## src/rtl/traffic_intersection_ctrl.sv

```systemverilog
// ---------------------------------------------------------------------------
// traffic_intersection_ctrl
//
// Two-road (main/side) intersection controller. Main road rests in green until
// a side vehicle, a pedestrian or night mode asks for service. Every change of
// right-of-way passes through an all-red clearance. Pedestrians get a dedicated
// walk phase, and night mode flashes main yellow / side red.
//
// All timing is counted in cycles where tick=1. A state with duration D loads
// D-1 on entry and exits on the tick that finds the timer at 0.
//
// Ports:
//   clk         in   1   clock, rising edge
//   rst         in   1   asynchronous reset, active-low
//   tick        in   1   timebase strobe; timer and state advance only on tick
//   side_sense  in   1   side-road vehicle present (level)
//   ped_req     in   1   pedestrian request (level or pulse)
//   night       in   1   night flashing-mode request
//   main_light  out  2   00 red, 01 yellow, 10 green, 11 dark
//   side_light  out  2   same encoding as main_light
//   walk        out  1   pedestrian walk lamp
//   phase       out  3   current state encoding
//   timer       out  TW  ticks remaining in the current phase, minus 1
// ---------------------------------------------------------------------------
module traffic_intersection_ctrl #(
  parameter int TW       = 8,
  parameter int GREEN_T  = 10,
  parameter int YELLOW_T = 5,
  parameter int ALLRED_T = 2,
  parameter int PED_T    = 8,
  parameter int FLASH_T  = 1
) (
  input  logic          clk,
  input  logic          rst,
  input  logic          tick,
  input  logic          side_sense,
  input  logic          ped_req,
  input  logic          night,
  output logic [1:0]    main_light,
  output logic [1:0]    side_light,
  output logic          walk,
  output logic [2:0]    phase,
  output logic [TW-1:0] timer
);

  localparam logic [2:0] MAIN_G   = 3'd0;
  localparam logic [2:0] MAIN_Y   = 3'd1;
  localparam logic [2:0] ALLRED1  = 3'd2;
  localparam logic [2:0] SIDE_G   = 3'd3;
  localparam logic [2:0] SIDE_Y   = 3'd4;
  localparam logic [2:0] ALLRED2  = 3'd5;
  localparam logic [2:0] PED_WALK = 3'd6;
  localparam logic [2:0] FLASH    = 3'd7;

  localparam logic [1:0] LT_RED  = 2'b00;
  localparam logic [1:0] LT_YEL  = 2'b01;
  localparam logic [1:0] LT_GRN  = 2'b10;
  localparam logic [1:0] LT_DARK = 2'b11;

  // A zero duration behaves like a one-tick duration, so its load value is 0.
  localparam logic [TW-1:0] GREEN_LD  = (GREEN_T  <= 1) ? '0 : TW'(GREEN_T  - 1);
  localparam logic [TW-1:0] YELLOW_LD = (YELLOW_T <= 1) ? '0 : TW'(YELLOW_T - 1);
  localparam logic [TW-1:0] ALLRED_LD = (ALLRED_T <= 1) ? '0 : TW'(ALLRED_T - 1);
  localparam logic [TW-1:0] PED_LD    = (PED_T    <= 1) ? '0 : TW'(PED_T    - 1);
  localparam logic [TW-1:0] FLASH_LD  = (FLASH_T  <= 1) ? '0 : TW'(FLASH_T  - 1);

  logic [2:0]    state;
  logic [2:0]    state_nxt;
  logic [TW-1:0] timer_nxt;
  logic          flash_lit;
  logic          lit_nxt;
  logic          side_pend;
  logic          ped_pend;
  logic          side_nxt;
  logic          ped_nxt;
  logic          enter_side;
  logic          enter_ped;

  // Timer value loaded when a state is entered.
  function automatic logic [TW-1:0] load_for(input logic [2:0] s);
    logic [TW-1:0] v;
    v = ALLRED_LD;
    case (s)
      MAIN_G, SIDE_G: v = GREEN_LD;
      MAIN_Y, SIDE_Y: v = YELLOW_LD;
      PED_WALK:       v = PED_LD;
      FLASH:          v = FLASH_LD;
      default:        v = ALLRED_LD;
    endcase
    return v;
  endfunction

  // Lamp pattern {main, side, walk} for a state; lit selects the flash half.
  function automatic logic [4:0] lamps_for(input logic [2:0] s, input logic lit);
    logic [4:0] l;
    l = {LT_RED, LT_RED, 1'b0};
    case (s)
      MAIN_G:   l = {LT_GRN, LT_RED, 1'b0};
      MAIN_Y:   l = {LT_YEL, LT_RED, 1'b0};
      SIDE_G:   l = {LT_RED, LT_GRN, 1'b0};
      SIDE_Y:   l = {LT_RED, LT_YEL, 1'b0};
      PED_WALK: l = {LT_RED, LT_RED, 1'b1};
      FLASH:    l = lit ? {LT_YEL, LT_RED, 1'b0} : {LT_DARK, LT_DARK, 1'b0};
      default:  l = {LT_RED, LT_RED, 1'b0};
    endcase
    return l;
  endfunction

  // Next-state and timer logic. Nothing moves without a tick. While the timer
  // is non-zero it just counts down; at zero the state decides where to go.
  // MAIN_G with no demand stays put with the timer parked at 0, and FLASH
  // reloads itself and flips its lamp half each half-period while night holds.
  // Any real state change reloads the timer for the new state and starts the
  // flash pattern on its lit half.
  always_comb begin
    state_nxt = state;
    timer_nxt = timer;
    lit_nxt   = flash_lit;
    if (tick) begin
      if (timer != '0) begin
        timer_nxt = timer - TW'(1);
      end else begin
        case (state)
          MAIN_G: begin
            if (night || side_pend || ped_pend) state_nxt = MAIN_Y;
          end
          MAIN_Y: state_nxt = ALLRED1;
          ALLRED1: begin
            if (night)          state_nxt = FLASH;
            else if (side_pend) state_nxt = SIDE_G;
            else if (ped_pend)  state_nxt = PED_WALK;
            else                state_nxt = MAIN_G;
          end
          SIDE_G: state_nxt = SIDE_Y;
          SIDE_Y: state_nxt = ALLRED2;
          ALLRED2: begin
            if (ped_pend) state_nxt = PED_WALK;
            else          state_nxt = MAIN_G;
          end
          PED_WALK: state_nxt = MAIN_G;
          FLASH: begin
            if (!night) begin
              state_nxt = ALLRED2;
            end else begin
              timer_nxt = FLASH_LD;
              lit_nxt   = ~flash_lit;
            end
          end
          default: state_nxt = ALLRED2;
        endcase
        if (state_nxt != state) begin
          timer_nxt = load_for(state_nxt);
          lit_nxt   = 1'b1;
        end
      end
    end
  end

  // Demand latches capture requests on every cycle, tick or not. Entering the
  // serving phase clears the latch, and that clear beats a simultaneous set.
  // A pedestrian request made while walk is already showing is dropped.
  always_comb begin
    enter_side = (state_nxt == SIDE_G)   && (state != SIDE_G);
    enter_ped  = (state_nxt == PED_WALK) && (state != PED_WALK);
    side_nxt   = (side_pend | side_sense) & ~enter_side;
    ped_nxt    = (ped_pend | (ped_req & (state != PED_WALK))) & ~enter_ped;
  end

  // State, timer, latches and lamps are all registered. Lamps are decoded from
  // the next state so they change on the same edge as phase. Reset lands in
  // the second all-red clearance so power-up starts with a clean handover.
  always_ff @(posedge clk or negedge rst) begin
    if (!rst) begin
      state      <= ALLRED2;
      timer      <= ALLRED_LD;
      flash_lit  <= 1'b0;
      side_pend  <= 1'b0;
      ped_pend   <= 1'b0;
      main_light <= LT_RED;
      side_light <= LT_RED;
      walk       <= 1'b0;
    end else begin
      state     <= state_nxt;
      timer     <= timer_nxt;
      flash_lit <= lit_nxt;
      side_pend <= side_nxt;
      ped_pend  <= ped_nxt;
      {main_light, side_light, walk} <= lamps_for(state_nxt, lit_nxt);
    end
  end

  assign phase = state;

endmodule

```

## config.mk

```make
export PLATFORM = sky130hd
export DESIGN_NAME = traffic_intersection_ctrl
export DESIGN_NICKNAME = d
export VERILOG_FILES = /design/src/rtl/traffic_intersection_ctrl.sv
export SDC_FILE = /design/constraint.sdc
export NUM_CORES = 1
export LEC_CHECK = 0
export ABC_AREA = 1
export CORE_MARGIN = 10
export CORE_UTILIZATION = 48
export DETAILED_ROUTE_END_ITERATION = 10
export PLACE_DENSITY_LB_ADDON = 0.12
export SYNTH_ARGS = -nofsm -noshare
export SYNTH_HDL_FRONTEND = slang
export SYNTH_SLANG_ARGS = --single-unit
```

## constraint.sdc

```tcl
create_clock -name clk -period 1.9 [get_ports clk]
set_clock_uncertainty 0.15 [all_clocks]
set_input_delay 0.285 -clock clk [delete_from_list [all_inputs] [get_ports clk]]
set_output_delay 0.285 -clock clk [all_outputs]
set_load 0.02 [all_outputs]
```

==> results of run 1 <==
-- power by group through the flow --
| stage | registers, uW | clock network, uW | logic (uW) |
|---|---|---|---|
| 6_report | 714 | 208 | 2210 |
| 2_1_floorplan | 856 | 0 | 1180 |
| 5_1_grt | 739 | 223 | 2440 |
| 3_3_place_gp | 719 | 0 | 1950 |
| 4_1_cts | 718 | 211 | 1990 |
| 3_5_place_dp | 725 | 0 | 1990 |
-- registers in the layout, summed over array words and instances (netlist names) --
name	flops
ped_pend	1
phase	3
timer	8
side_pend	1
walk	1
main_light	2
side_light	2
flash_lit	1
-- final cells by class --
type / instances / share of cell area (%)
clock buffers: 3 / 1.16
clock inverters: 1 / 0.259
inverters: 27 / 5.75
multi-input cells: 141 / 44.8
flip-flops and latches: 19 / 24.8
well taps: 31 / 2.00
repair buffers: 46 / 20.9
repair inverters: 1 / 0.323
-- placed cells by master (no fill, tap or decap), types with 3 or more instances in the layout --
cell type | netlist | layout
a21oi_1 | 7 | 4
a21oi_2 | 1 | 4
buf_4 | 2 | 23
clkbuf_4 | 0 | 3
clkdlybuf4s50_1 | 0 | 17
dfrtp_1 | 16 | 15
dfstp_2 | 3 | 3
dlygate4sd2_1 | 0 | 3
inv_1 | 20 | 18
inv_2 | 6 | 7
nand2_1 | 52 | 44
nand2_2 | 9 | 16
nand2_4 | 3 | 3
nand3_1 | 15 | 14
nand3_2 | 2 | 3
nand4_1 | 3 | 3
nor2_1 | 21 | 20
nor2_4 | 3 | 5
o21ai_0 | 3 | 3
o21ai_2 | 4 | 4
o21ai_4 | 3 | 3
xnor2_1 | 3 | 3
xor2_1 | 3 | 3
-- what timing repair did --
item / CTS / global route
pin swaps: 0 / 7
gates resized for setup: 4 / 26
gates cloned: 0 / 1
buffers inserted: 0 / 9
endpoints found under the setup margin: 4 / 16
hold buffers: 0 / 0
-- worst reg2reg max path, stage by stage, from the launching register on --
cell     delay (ns)
dfstp_2        0.63
inv_4          0.07
nand2_4        0.08
nor2_4         0.04
nand2_2        0.08
nand2_2        0.07
nand3_2        0.06
nand2_2        0.06
nor2_2         0.17
nand2_2        0.10
nand2_4        0.16
inv_8          0.06
o21ai_2        0.06
nand2_2        0.05
-- per-stage QoR --
stage	hold slack, ns	cell area [um^2]	std cells
after floorplan	-0.161	1400	189
final	0.154	1940	269
after global placement	0.346	1750	255
after detailed placement	0.354	1750	255
after CTS	0.162	1780	259
after global routing	0.167	1940	269
-- metal layers --
layer | routed length (um) | vias up | GRT usage [%]
li1 | - | 692 | -
met1 | 1590 | 649 | 16.6
met2 | 1700 | 28 | 19.7
met3 | 213 | 2 | 3.59
met4 | 16 | 0 | 2.48
met5 | 0 | - | 0
-- how the worst min path moves through the flow --
stage | endpoint | slack [ns] | depth (start not counted)
after global placement | side_pend | 0.35 | 2
after CTS | ped_pend | 0.16 | 2
after floorplan | flash_lit | -0.16 | 0
final | ped_pend | 0.15 | 2
after global routing | timer[6] | 0.17 | 2
after detailed placement | side_pend | 0.35 | 2
-- logic make-up after synthesis --
kind of cell / share of synthesized area [%]
buffers and inverters: 8.50
XOR/XNOR: 3.76
AND/OR/NAND/NOR: 41.5
flip-flops: 34.3
adder cells (fa/ha/maj): 1.79
AO/OA/AOI/OAI: 10.2
==> summary.md, run 1 <==
| Metric | Value |
|---|---|
| Num ports | 22 |
| Vias in the first global route | 1251 |
| CP most frequent cell | nand2_2 |
| Clk root buf | clkbuf_4 |
| Full die area | 5470 um^2 |
| Period utilization | 102% |
| Clk buf depth | 2 |
| Sw power | approximately 1500 uW |
| Share of cells above drive strength 1 | 37.0% |
| Max-slew violation count | 0 |
| Post-synthesis sequential area ratio | 34.3% |
| Slowest stage delay, CP | around 0.63 ns |
| Final core utilization | 69.6% |
| #FFs+latches synth | 19 |
| Slew @ Worst Pin | between 0.2 and 0.3 ns |
| Area of the multi-input gates | between 800 and 900 um^2 |
| Power Density | ~1600 nW/um^2 |
| CTS sink count | 19 |
| Gate power share | a little over two thirds |
| Routed WL | 3.52 mm |
| Gate Count Post-Synth | 189 |
| Area grow syn2layout | 38.5% |
| Drt drc | 0 |
| Initial DRT Pass Iterations | 5 |
| R2R Path Start | phase[0] |
| Worst path required time | approximately 2.0 ns |
| Die Span X | 74.0 um |
| Initial Utilization | 50.2% |
| # setup viols final | 6 |
| Sequential standard cell area | 480 um^2 |
| CP delay by family, top | simple AND/OR/NAND/NOR gates |
| Failing checks | setup timing |
| Number of max-cap violations | 0 |
| Top_reg_cell synth | dfrtp_1 |
| Maximum fanout along the worst path | 8 |
| Num rows | 19 |
| Status | finished, violations left |
| Crit path to | timer[2] |
| Worst R2R End | timer[2] |
| Avg Inst Size Synth | 7.39 um^2 |
| Core area | 2780 um^2 |
| Syn_nets | approximately 200 |
| Clk_lat worst skew | 0.30 ns |
| RSZ-0062 raised after global routing | yes |
| Slowest cell on crit path | dfstp_2 |
| Remaining Overflow, GRT | 0 |
| Minimum clock period | a little under 2 ns |
| DP Wirelength | between 2 and 3 mm |
| GRT Total Usage | 12.5% |
| First-pass GRT wire length | 5.62 mm |
| Hold crit path type | input port to async pin |
| Port Buffers | 21 |
| DR iter-0 viols | 88 |
| Post-synth EDFFs | 0 |
| Share of power burned in registers | between 20% and 30% |
| Maximum number of pins on one net before global-route repair | 20 |
| Hold Vio Cnt, Final | 0 |
| Worst slack at placement | -0.149 ns |
| Htree depth | 1 |
| Normalized max-slew margin | 80.9% |
| Fmax | 518 MHz |
| Setup slack after layout | -0.0312 ns |
| Setup crit start | phase[0] |
| Area leader, netlist | dfrtp_1 |
| Via Count | 1371 |
| Crit-path cells | inv_4 > nand2_4 > nor2_4 > nand2_2 > nand2_2 > nand3_2 > nand2_2 > nor2_2 > nand2_2 > nand2_4 > inv_8 > o21ai_2 > nand2_2 |
| Top-count cell post-synth | nand2_1 |
| R2R cell count | 13 |
| Yosys warning total | 0 |
| Share of Yosys cell area claimed by the top area cell type | around 29% |
| Clock power share | 6.6% |
| Initial antenna violation count | 0 |
| Synthesized area | 1400 um^2 |
| Critical path class | flop to flop |
| Die Y | between 70 and 80 um |
| WP data arrival | 1.98 ns |
| CTS tree | done |
| Synth area leaders | dfrtp_1, nand2_1, dfstp_2 |
| Wire per inst | approximately 13 um |
| Via density | between 5 and 6 |
| Fillers | 251 |
| Pwr Total | 3130 uW |
| Ys async rst share | 100% |
| Leakage | 0.000983 uW |
| Max VDD drop | 0.00118 V |
| Buffers & Inverters on Critical Path | 2 |
| Nets | around 250 |
| CTS clk-pin slew, worst paths | 0.12 ns |
| Critical Path Stages | 13 |
| Crit start category | flop |
| Crit. End Element | flop |
| Routed Antenna Nets | 0 |
| Ant. Diodes | 0 |
| CTS Buf Count | 3 |
| Top cells by count, synth | nand2_1, nor2_1, inv_1 |
| RePlAce Congestion | 0.872 |
| Setup_tns | -0.137 ns |
| R2r setup slk | -0.03 ns |
| Internal | approximately 1600 uW |
| Post-synthesis cell type count | 27 |
| Switching share of total power | around 50% |
Note: power is estimated with default switching activity, not from simulation.
==> run 2: changes to the inputs <==
--- a/config.mk
+++ b/config.mk
@@ -6,6 +6,7 @@
 export NUM_CORES = 1
 export LEC_CHECK = 0
 export ABC_AREA = 1
+export CORE_ASPECT_RATIO = 1.25
 export CORE_MARGIN = 10
 export CORE_UTILIZATION = 48
 export DETAILED_ROUTE_END_ITERATION = 10
==> summary.md, run 2 (synthesized netlist as in run 1, its figures left out) <==
| Metric | Value |
|---|---|
| Period utilization | 102% (+0.68 points) |
| Vias in the first global route | 1389 (+11%) |
| Critical path class | flop to flop |
| Crit start category | flop |
| CP most frequent cell | nand2_2 |
| Slowest cell on crit path | dfstp_2 |
| Via Count | 1371 (unchanged) |
| RSZ-0062 raised after global routing | yes |
| Max VDD drop | 0.00106 V (-9.9%) |
| Slowest stage delay, CP | 0.68 ns (+0.05 ns) |
| Number of max-cap violations | 0 (unchanged) |
| Hold crit path type | input port to async pin |
| Drt drc | 0 (unchanged) |
| Full die area | 5480 um^2 (+0.25%) |
| Fillers | 231 (-8.0%) |
| Met3 Usage GRT | 3.47% (-0.12 points) |
| Commonest cells after routing, fill and taps aside | nand2_1, buf_4, inv_1, nand2_2, nor2_1 |
| Port Buffers | 21 (unchanged) |
| Maximum fanout along the worst path | 8 (unchanged) |
| Number of flip-flops in the largest register | 8 (unchanged) |
| Die Y | 80.3 um (+8.6%) |
| Clk_lat worst skew | 0.30 ns (about the same) |
| CTS tree | done |
| GRT met2 Usage | 25.7% (+6.0 points) |
| Buffers & Inverters on Critical Path | 2 (unchanged) |
| Initial Utilization | 51.1% (+0.90 points) |
| Status | finished, violations left |
| # setup viols final | 10 (+4) |
| Initial DRT Pass Iterations | 4 (-1) |
| Cts hold-fix bufs | 0 (unchanged) |
| Die Span X | 68.3 um (-7.7%) |
| Share of cells above drive strength 1 | 41.4% (+4.4 points) |
| Maximum number of pins on one net before global-route repair | 20 (unchanged) |
| WP data arrival | 2.00 ns (+0.02 ns) |
| First-pass GRT wire length | 5.87 mm (+4.5%) |
| Leakage | 0.00101 uW (+2.9%) |
| Fmax | 514 MHz (-0.66%) |
| Initial antenna violation count | 0 (unchanged) |
| GRT Total Usage | 13.4% (+0.91 points) |
| Routed Antenna Nets | 0 (unchanged) |
| Worst slack at placement | -0.134 ns (+0.0152 ns) |
| CTS sink count | 19 (unchanged) |
| Setup slack after layout | -0.0441 ns (-0.0129 ns) |
| CP delay by family, top | simple AND/OR/NAND/NOR gates |
| Remaining Overflow, GRT | 0 (unchanged) |
| CTS clk-pin slew, worst paths | 0.12 ns (about the same) |
| Area grow syn2layout | 41.8% |
| Wire per inst | 13.3 um (+1.7%) |
| Core area | 2730 um^2 (-1.8%) |
| Routed WL | 3.63 mm (+3.2%) |
| Crit. End Element | flop |
| Failing checks | setup timing |
| DR iter-0 viols | 74 (-16%) |
| Nets | 248 (+0.40%) |
| CTS Buf Count | 3 (unchanged) |
| Num ports | 22 (unchanged) |
| Worst path required time | 1.95 ns (about the same) |
| Slew @ Worst Pin | 0.267 ns (-0.0162 ns) |
| RePlAce Congestion | 0.843 (-3.4%) |
| Hold Vio Cnt, Final | 0 (unchanged) |
| Crit-path cells | nand2_2 > nor2_4 > inv_2 > nand3_1 > nand3_2 > nor2_4 > nand2_2 > nand2_4 > inv_8 > o21ai_2 > nand2_2 |
| Most common cell after layout, fill and taps aside | nand2_1 |
| Gr busiest metal | met2 |
| Fin area | 1980 um^2 (+2.4%) |
| Ant. Diodes | 0 (unchanged) |
| Minimum clock period | 1.94 ns (+0.0129 ns) |
| Met1 GRT Util | 13.1% (-3.5 points) |
| Num rows | 21 (+2) |
| Top reg by flops | timer |
| Htree depth | 1 (unchanged) |
| Power Density | 1630 nW/um^2 (+0.63%) |
| DP Wirelength | 2.63 mm (+0.17%) |
| Via density | 5.02 (-1.5%) |
| Clk root buf | clkbuf_4 |
| Clk buf depth | 2 (unchanged) |
| Placed Area | 1780 um^2 (+1.5%) |
| Max-slew violation count | 0 (unchanged) |
| Normalized max-slew margin | 82.1% (+1.2 points) |
run 2: cell count changes in the layout (fill, tap and decap cells not counted), moves of 2 or more:
cell	before	now
nor2_2	2	4
clkdlybuf4s50_1	17	15
nand3_2	3	6
nor2_1	20	17
nand3_1	14	11
nand2_1	44	42
run 2: metrics by stage:
step	total power (uW)	instances	hold slack [ns]	util [%]	setup TNS, ns
finish	3230	273	0.152	72.5	-0.296
floorplan	2040	189	-0.161	-	-0.00649
detailed placement	2740	261	0.358	65.1	-1.10
CTS	3100	271	0.165	69.4	-0.00585
global route	3500	273	0.151	72.5	-1.69
global placement	2700	261	0.349	65.1	-0.759
run 2: layout make-up:
type | count | area (um^2) | share of cell area [%]
repair buffers | 47 | 409 | 20.6
clock inverters | 1 | 5.00 | 0.253
multi-input cells | 141 | 905 | 45.6
flip-flops and latches | 19 | 480 | 24.2
repair inverters | 1 | 6.26 | 0.316
well taps | 34 | 42.5 | 2.15
inverters | 27 | 111 | 5.62
clock buffers | 3 | 22.5 | 1.14
run 2: final timing paths:
check | startpoint | to | slack, ns | cells after the start
min in group clk | side_sense | side_pend | 0.38 | 3
worst max register to register | phase[2] | timer[2] | -0.04 | 11
worst max-delay path | phase[2] | timer[2] | -0.04 | 11
max in group asynchronous | rst | phase[0] | 1.18 | 2
worst min-delay path | rst | timer[1] | 0.15 | 2
worst min register to register | side_pend | side_pend | 0.39 | 2
run 2: layer usage:
layer,vias up,wire (um)
li1,692,-
met1,624,1340
met2,45,1970
met3,10,231
met4,0,100
met5,-,0
run 2: power breakdown:
group | total [uW] | internal, uW | switching, uW
Combinational | 2290 | 974 | 1320
Sequential | 718 | 574 | 144
Clock | 214 | 78.5 | 136
Total | 3230 | 1630 | 1600
run 2: repair_timing:
item,4_1_cts,5_1_grt
buffers inserted,5,2
setup endpoints to repair,17,18
gates cloned,1,0
resized for setup,21,25
pin swaps,9,13
